===== src/rtl/riscv_dmem_pkg.sv =====
// Shared encodings for the data-memory path: access size codes and controller FSM states.
package riscv_dmem_pkg;

    // Bit 2 of the size field is the unsigned-load flag; only write-back uses it.
    localparam logic [2:0] SIZE_BYTE  = 3'd0;
    localparam logic [2:0] SIZE_HWORD = 3'd1;
    localparam logic [2:0] SIZE_WORD  = 3'd2;
    localparam logic [2:0] SIZE_DWORD = 3'd3;

    typedef enum logic [1:0] {
        IDLE = 2'd0,
        BUSY = 2'd1,
        DONE = 2'd2
    } state_e;

endpackage


===== src/rtl/riscv_dmem_lane.sv =====
// Lane steering for one access: alignment check, byte enables and replicated store data.
module riscv_dmem_lane
    import riscv_dmem_pkg::*;
#(
    parameter int XLEN = 32
) (
    input  logic [1:0]        size_i,
    input  logic [2:0]        offset_i,
    input  logic [XLEN-1:0]   data_i,
    output logic              misaligned_o,
    output logic [XLEN/8-1:0] be_o,
    output logic [XLEN-1:0]   data_o
);

    localparam int BW   = XLEN / 8;
    localparam int OFFW = $clog2(BW);

    logic [BW-1:0] mask;

    always_comb begin
        misaligned_o = 1'b0;
        mask         = '0;
        data_o       = data_i;
        case ({1'b0, size_i})
            SIZE_BYTE: begin
                mask   = BW'(1);
                data_o = {BW{data_i[7:0]}};
            end
            SIZE_HWORD: begin
                misaligned_o = offset_i[0];
                mask         = BW'(3);
                data_o       = {(XLEN/16){data_i[15:0]}};
            end
            SIZE_WORD: begin
                misaligned_o = |offset_i[1:0];
                mask         = BW'(4'hF);
                data_o       = {(XLEN/32){data_i[31:0]}};
            end
            default: begin
                // A doubleword never fits a 32-bit bus.
                misaligned_o = (XLEN == 32) || (|offset_i);
                mask         = '1;
                data_o       = data_i;
            end
        endcase
        be_o = mask << offset_i[OFFW-1:0];
    end

endmodule


===== src/rtl/riscv_dmem_ctrl.sv =====
// Single-outstanding data-memory controller between write-back and the data bus.
// Optional region check is compiled in with `define DMEM_PMA_EN.
module riscv_dmem_ctrl
    import riscv_dmem_pkg::*;
#(
    parameter int              XLEN     = 32,
    parameter int              TIMEOUT  = 255,
    parameter logic [XLEN-1:0] PMA_BASE = '0,
    parameter logic [XLEN-1:0] PMA_MASK = '0
) (
    input  logic              clk,
    input  logic              rst,
    input  logic              mem_req,
    input  logic [XLEN-1:0]   mem_adr,
    input  logic [2:0]        mem_size,
    input  logic              mem_we,
    input  logic [XLEN-1:0]   mem_d,
    output logic              dmem_ack,
    output logic [XLEN-1:0]   dmem_q,
    output logic              dmem_misaligned,
    output logic              dmem_page_fault,
    output logic              bus_req,
    output logic [XLEN-1:0]   bus_adr,
    output logic              bus_we,
    output logic [XLEN/8-1:0] bus_be,
    output logic [XLEN-1:0]   bus_d,
    input  logic              bus_ack,
    input  logic [XLEN-1:0]   bus_q,
    input  logic              bus_err,
    output state_e            dbg_state
);

    localparam int         OFFW   = $clog2(XLEN / 8);
    localparam logic [7:0] TO_LIM = TIMEOUT[7:0];

    state_e            state_q, state_d;
    logic [7:0]        cnt_q, cnt_d;
    logic              req_q, req_d;
    logic [XLEN-1:0]   adr_q, adr_d;
    logic              we_q, we_d;
    logic [XLEN/8-1:0] be_q, be_d;
    logic [XLEN-1:0]   bd_q, bd_d;
    logic [XLEN-1:0]   rq_q, rq_d;
    logic              mis_q, mis_d;
    logic              pf_q, pf_d;

    logic              lane_mis;
    logic [XLEN/8-1:0] lane_be;
    logic [XLEN-1:0]   lane_d;
    logic              size_unused;

    assign size_unused = mem_size[2];

    riscv_dmem_lane #(.XLEN(XLEN)) u_lane (
        .size_i       (mem_size[1:0]),
        .offset_i     (mem_adr[2:0]),
        .data_i       (mem_d),
        .misaligned_o (lane_mis),
        .be_o         (lane_be),
        .data_o       (lane_d)
    );

`ifdef DMEM_PMA_EN
    logic pma_miss;
    assign pma_miss = (mem_adr & PMA_MASK) != PMA_BASE;
`else
    logic pma_miss;
    logic pma_unused;
    assign pma_miss   = 1'b0;
    assign pma_unused = ^{PMA_BASE, PMA_MASK};
`endif

    always_comb begin
        state_d = state_q;
        cnt_d   = cnt_q;
        req_d   = req_q;
        adr_d   = adr_q;
        we_d    = we_q;
        be_d    = be_q;
        bd_d    = bd_q;
        rq_d    = rq_q;
        mis_d   = mis_q;
        pf_d    = pf_q;
        case (state_q)
            IDLE: begin
                if (mem_req) begin
                    if (lane_mis) begin
                        mis_d   = 1'b1;
                        pf_d    = 1'b0;
                        rq_d    = '0;
                        state_d = DONE;
                    end else if (pma_miss) begin
                        mis_d   = 1'b0;
                        pf_d    = 1'b1;
                        rq_d    = '0;
                        state_d = DONE;
                    end else begin
                        adr_d   = {mem_adr[XLEN-1:OFFW], {OFFW{1'b0}}};
                        we_d    = mem_we;
                        be_d    = lane_be;
                        bd_d    = lane_d;
                        req_d   = 1'b1;
                        cnt_d   = '0;
                        state_d = BUSY;
                    end
                end
            end
            BUSY: begin
                cnt_d = cnt_q + 8'd1;
                // An ack arriving on the timeout cycle still completes normally.
                if (bus_ack) begin
                    req_d   = 1'b0;
                    rq_d    = we_q ? '0 : bus_q;
                    pf_d    = bus_err;
                    mis_d   = 1'b0;
                    state_d = DONE;
                end else if (cnt_d == TO_LIM) begin
                    req_d   = 1'b0;
                    rq_d    = '0;
                    pf_d    = 1'b1;
                    mis_d   = 1'b0;
                    state_d = DONE;
                end
            end
            DONE:    state_d = IDLE;
            default: state_d = IDLE;
        endcase
    end

    always_ff @(posedge clk) begin
        if (rst) begin
            state_q <= IDLE;
            cnt_q   <= '0;
            req_q   <= 1'b0;
            adr_q   <= '0;
            we_q    <= 1'b0;
            be_q    <= '0;
            bd_q    <= '0;
            rq_q    <= '0;
            mis_q   <= 1'b0;
            pf_q    <= 1'b0;
        end else begin
            state_q <= state_d;
            cnt_q   <= cnt_d;
            req_q   <= req_d;
            adr_q   <= adr_d;
            we_q    <= we_d;
            be_q    <= be_d;
            bd_q    <= bd_d;
            rq_q    <= rq_d;
            mis_q   <= mis_d;
            pf_q    <= pf_d;
        end
    end

    assign dmem_ack        = (state_q == DONE);
    assign dmem_q          = rq_q;
    assign dmem_misaligned = mis_q;
    assign dmem_page_fault = pf_q;
    assign bus_req         = req_q;
    assign bus_adr         = adr_q;
    assign bus_we          = we_q;
    assign bus_be          = be_q;
    assign bus_d           = bd_q;
    assign dbg_state       = state_q;

endmodule


===== config.mk =====
export PLATFORM = sky130hd
export DESIGN_NAME = riscv_dmem_ctrl
export DESIGN_NICKNAME = d
export VERILOG_FILES = /design/src/rtl/riscv_dmem_pkg.sv /design/src/rtl/riscv_dmem_lane.sv /design/src/rtl/riscv_dmem_ctrl.sv
export SDC_FILE = /design/constraint.sdc
export NUM_CORES = 1
export LEC_CHECK = 0
export ABC_AREA = 0
export BUFFER_PORTS_ARGS = -buffer_cell sky130_fd_sc_hd__buf_2
export CAP_MARGIN = 10
export CELL_PAD_IN_SITES_DETAIL_PLACEMENT = 1
export CELL_PAD_IN_SITES_GLOBAL_PLACEMENT = 2
export CORE_MARGIN = 2
export CORE_UTILIZATION = 25
export CTS_CLUSTER_DIAMETER = 50
export DETAILED_ROUTE_END_ITERATION = 10
export PLACE_DENSITY = 0.78
export SLEW_MARGIN = 20
export SYNTH_ARGS = -nofsm -noshare
export SYNTH_HDL_FRONTEND = slang
export SYNTH_HIERARCHICAL = 1
export SYNTH_SLANG_ARGS = --single-unit

===== constraint.sdc =====
create_clock -name clk -period 2.8 [get_ports clk]
set_input_delay 0.7 -clock clk [delete_from_list [all_inputs] [get_ports clk]]
set_output_delay 0.7 -clock clk [all_outputs]
set_load 0.05 [all_outputs]

# Yosys cells after proc, flatten, opt, wreduce, memory -nomap -nowiden
# Cells that the tools add are included.
dict set report word_totals {
  register_bits 112
  input_bits 105
  out_inout_bits 107
  word_cells 61
}
dict set report classes {
  addsub 1
  n_eq_ne 9
  n_shift 1
  mux 30
  bitwise_logic 1
  reduce_logical 9
}
# cell count
set ops {}
lappend ops {{32-bit 2-to-1 mux} 5}
lappend ops {{32-bit case mux with 2 select lines} 2}
lappend ops {{8-bit 2-to-1 mux} 2}
lappend ops {{8-bit case mux with 2 select lines} 1}
lappend ops {{1-bit 2-to-1 mux} 10}
lappend ops {{8-bit by 1-bit adder with 8-bit output, second input constant} 1}
lappend ops {{8-bit == test, second input constant} 1}
lappend ops {{2-bit 2-to-1 mux} 4}
lappend ops {{4-bit case mux with 2 select lines} 1}
lappend ops {{4-bit AND reduction} 2}
lappend ops {{2-bit inequality test, second input constant} 3}
lappend ops {{1-bit case mux with 2 select lines} 3}
lappend ops {{3-bit AND reduction} 2}
lappend ops {{2-bit by 1-bit == test with 1-bit output, second input constant} 2}
lappend ops {{2-bit == test, second input constant} 2}
lappend ops {{2-bit logical NOT} 2}
lappend ops {{2-bit case mux with 2 select lines} 1}
lappend ops {{4-bit by 2-bit left shift with 4-bit output} 1}
lappend ops {{3-bit inequality test, second input constant} 1}
lappend ops {{1-bit case mux with 3 select lines} 1}
lappend ops {{2-bit AND reduction} 1}
lappend ops {{2-bit nonzero test} 1}
lappend ops {{2-bit OR reduction} 1}
lappend ops {{1-bit inverter} 1}

# Logic depth before layout (Yosys ltp)
dict set report logic_depth {
  depth_word 5
  mapped_depth 10
  ltp_nobuf 7
}

# By module
# The synthesis kept the hierarchy.
# mod instances cells_per_inst area_per_inst_um2 seq_area_each_um2
set modules_own_cells {}
lappend modules_own_cells {riscv_dmem_ctrl 1 466 4073.9 2242.2}
lappend modules_own_cells {riscv_dmem_lane 1 62 474.2 0.0}

# Worst setup path after synthesis
# OpenSTA, ideal clock, no wires.
dict set report synth_timing {
  kind {in2reg}
  startpoint {input port mem_size[1]}
  endpoint {register adr_q[19] (netlist: bus_adr[19])}
  setup_time_ns 0.070
  t_arrival_ns 2.340
  required_ns 2.730
  setup_slack_ns 0.389
  stages 10
  path_buffers 5
  cell_sequence {buf_2 -> buf_4 -> a21oi_1 -> nor2_1 -> or3_1 -> clkbuf_1 -> buf_2 -> buf_1 -> nand2_1 -> a21oi_1}
}
dict set report synth_between {
  elab_chain_len 4
  elab_cells_between_ends 6
  classes_between {2 x eq/ne; 1 x mux; 1 x bitwise; 2 x reduce/logical}
}
# item line
set synth_lines {}
lappend synth_lines {{start, declared} riscv_dmem_ctrl.sv:15} ;# input logic [2:0] mem_size,
lappend synth_lines {{2-bit == test (tied with other cells)} riscv_dmem_lane.sv:24} ;# case ({1'b0, size_i})
lappend synth_lines {{1-bit case mux with 3 select lines *} riscv_dmem_lane.sv:24}
lappend synth_lines {{via lane_mis} riscv_dmem_ctrl.sv:47} ;# logic lane_mis;
lappend synth_lines {{1-bit inverter (no line) *} n/a}
lappend synth_lines {{3-bit AND reduction (no line) *} n/a}
lappend synth_lines {{end signal, assigned} riscv_dmem_ctrl.sv:146} ;# adr_q <= adr_d;
lappend synth_lines {{end, declared} riscv_dmem_ctrl.sv:39} ;# logic [XLEN-1:0] adr_q, adr_d;
# The timed path passes the listed nets; every way through them passes the cells marked *.
# A chain may end at the register's enable or synchronous reset.

# Worst setup path in the final report
dict set report layout_timing {
  startpoint {register cnt_q[0]}
  endpoint {register mis_q (netlist: dmem_misaligned)}
}
dict set report layout_between {
  elab_chain_len 4
}
# item line
set layout_lines {}
lappend layout_lines {{start, declared} riscv_dmem_ctrl.sv:37} ;# logic [7:0] cnt_q, cnt_d;
lappend layout_lines {{start signal, assigned} riscv_dmem_ctrl.sv:144} ;# cnt_q <= cnt_d;
lappend layout_lines {{8-bit by 1-bit adder with 8-bit output} riscv_dmem_ctrl.sv:109} ;# cnt_d = cnt_q + 8'd1;
lappend layout_lines {{8-bit == test} riscv_dmem_ctrl.sv:117} ;# end else if (cnt_d == TO_LIM) begin
lappend layout_lines {{3-bit inequality test (no line)} n/a}
lappend layout_lines {{4-bit AND reduction (no line)} n/a}
lappend layout_lines {{end signal, assigned} riscv_dmem_ctrl.sv:151} ;# mis_q <= mis_d;
lappend layout_lines {{end, declared} riscv_dmem_ctrl.sv:44} ;# logic mis_q, mis_d;
# No other way between the ends.

==> impl_metrics.toml <==
[run_status]
status = "complete, no violations"

[clock_tree]
cts-resized-gates = 0
cts_setup_buffers = 0
ctsRootBufferMaster = "clkbuf_16"
ctsLongestPathBuffers = 2
numCtsBuffers = 9
clock_latency_ns = 0.35
path_clk_slew_ns = 0.08
cts-hold-fix-buffers = 0
h-tree-depth = 3
cts_num_sinks = 112
tritoncts = "built"

[logic_synthesis]
synth_most_common_cell = "nand2_1"
synth_xor_area_share_pct = 0.193
yosysWarnings = 6
synth-simple-area-share_pct = 17.7
synth-compound-area-share_pct = 19.8
async_flop_share_pct = 0
ys.flop_type = "dfxtp_1"
ys_seq_area_share_pct = 49.3
synthAdderAreaFrac_pct = 0.550
synth_area_um2 = 4550
synth_top_area_share_pct = 49.3
avgSynthCellArea_um2 = 8.61
netlist_top_cells_area = "dfxtp_1, nand2_1, a21oi_1"
synthMuxAreaShare_pct = 6.16
ys_seq_elements = 112
synthesis.instances = 528
synth_top_family_by_area = "compound AO/OA/AOI/OAI gates"
yosysUniqueCellTypes = 44
synth_top_cell_by_area = "dfxtp_1"
synth_common_cells = "nand2_1, dfxtp_1, a21oi_1"
synth_edf_count = 0

[timing]
worst_hold_slack_ns = 0.454
hold_violations = 0
slew_viol_final = 0
setup_viol = 0
finalSetupTns_ns = 0
setup_ws_ns = 0.258
period_needed_ns = 2.54
period_share_pct = 90.8
clock-skew-final_ns = 0.00438
relSlewSlack_pct = 40.9
fmax_mhz = 393
worstMarginPinSlew_ns = 0.887
rsz0062_at_grt = "no"

[placed_design]
placed_area_um2 = 5720
port_buffers = 208
place.gp.congestion = 0.811
hpwl_um = 10700
pre_cts_slack_ns = 0.0122

[finish]
nets = 813
regArea_um2 = 2240
multiInputGateArea_um2 = 2040
fillers = 2197
stdcell_area_um2 = 5990
drive_above_1_share_pct = 36.1
diodes = 0
fin_util_pct = 33.5
syn_to_final_growth_pct = 31.7

[pwr]
seq_power_share_pct = 46.3
powerDensity_nw_per_um2 = 614
switching_power_mw = 1.19
internal-power_mw = 2.49
power_frac_clock_pct = 33.4
peakVddDrop_mv = 0.308
p_leak_nw = 2.70
swShare_pct = 32.4
p_comb_share_pct = 20.2

[drt]
vias_per_cell = 4.61
drc = 0
drtAntennaViolNets = 0
routed_wl_um = 15000
drt-initial-drc-count = 155
avgRoutedWirePerCell_um = 15.9
via_count = 4335
first_pass_iters = 4

[flow_run]
max-cap-violations = 0

[min_path]
worst_hold_path.num_cells = 2
hold_class = "reg2reg"

[die]
ioPinCount = 212
rows = 49
floorplan.die.width_um = 139
die-height_um = 139
die-area_um2 = 19300
core_um2 = 17900
start_util_pct = 25.4

[setup_path]
crit_fanout = 32
start_kind = "flop"
cp-end-kind = "flop"
arrival_ns = 2.84
crit_type = "reg2reg"
critPathRequiredTime_ns = 3.10
r2r_cells = 6

[global_route]
overflow = 0
grt_max_degree = 74
grt_pass1_vias = 4589
antenna_found_initial = 0
grt_first_pass_wirelength_um = 24200
grt_usage_pct = 15.4
placed cells by master, fill, tap and decap left out, types with 2 or more instances in the layout:
cell,n
dfxtp_1,112
nand3b_1,2
nand2b_1,4
clkinvlp_4,2
a21oi_1,76
buf_2,208
o21bai_1,2
nor2_1,13
o21ai_0,8
a22o_1,31
a311oi_1,3
buf_12,3
buf_4,5
conb_1,2
mux2_2,16
nor2b_1,5
mux2i_1,10
nand3_1,5
a31oi_1,4
clkinv_2,3
inv_1,2
nor3_1,3
ha_1,2
nor3b_1,2
nand2_1,151
clkbuf_16,9
o21ai_1,7
per-stage QoR:
step / instances / power [mW]
floorplan: 529 / 2.26
global placement: 924 / 2.48
detailed placement: 924 / 2.49
CTS: 940 / 3.75
global route: 940 / 3.87
finish: 940 / 3.68
registers in the layout, summed over array words and instances (netlist names), 2 cells and up:
name / count
bus_d: 32
cnt_q: 8
bus_adr: 30
bus_be: 4
dbg_state: 2
dmem_q: 32
cells by family after synthesis:
kind of cell | Yosys count
AOI/OAI and AO/OA | 141
xor gates and xnor gates | 1
adders and majority gates | 2
buffers and inverters | 52
DFF | 112
muxes | 26
other | 1
and+or+nand+nor | 193
final timing paths:
| path | from | endpoint | slack [ns] |
|---|---|---|---|
| setup / recovery | cnt_q[0] | dmem_misaligned | 0.26 |
| hold reg to reg | bus_adr[11] | bus_adr[11] | 0.45 |
| setup reg to reg | cnt_q[0] | dmem_misaligned | 0.26 |
| hold / removal | bus_adr[11] | bus_adr[11] | 0.45 |
critical path, stage by stage (launching register included):
cell     delay, ns
dfxtp_1       0.46
ha_1          0.39
a21oi_1       0.08
o211a_1       0.23
a211o_4       0.35
a31oi_4       0.70
a22o_2        0.27
power groups by stage:
stage	registers [mW]	clock network, mW	logic (mW)
global route	1.71	1.35	0.802
global placement	1.74	0	0.737
finish	1.70	1.23	0.745
detailed placement	1.74	0	0.752
CTS	1.71	1.29	0.754
floorplan	1.99	0	0.275
routing by layer:
metal | routed length, um | GRT usage [%] | vias to the layer above
met1 | 6560 | 18.5 | 2026
li1 | - | - | 2132
met4 | 212 | 4.68 | 0
met5 | 0 | 0 | -
met3 | 1250 | 5.73 | 17
met2 | 6940 | 25.7 | 160
layout make-up:
class | instances | share of cell area (%)
Timing Repair Buffer | 216 | 19.0
Tap cell | 229 | 4.78
Multi-Input combinational cell | 365 | 34.1
Clock buffer | 9 | 3.76
Sequential cell | 112 | 37.4
Inverter | 2 | 0.125
Clock inverter | 7 | 0.793
Power figures use the tool's default switching activity.
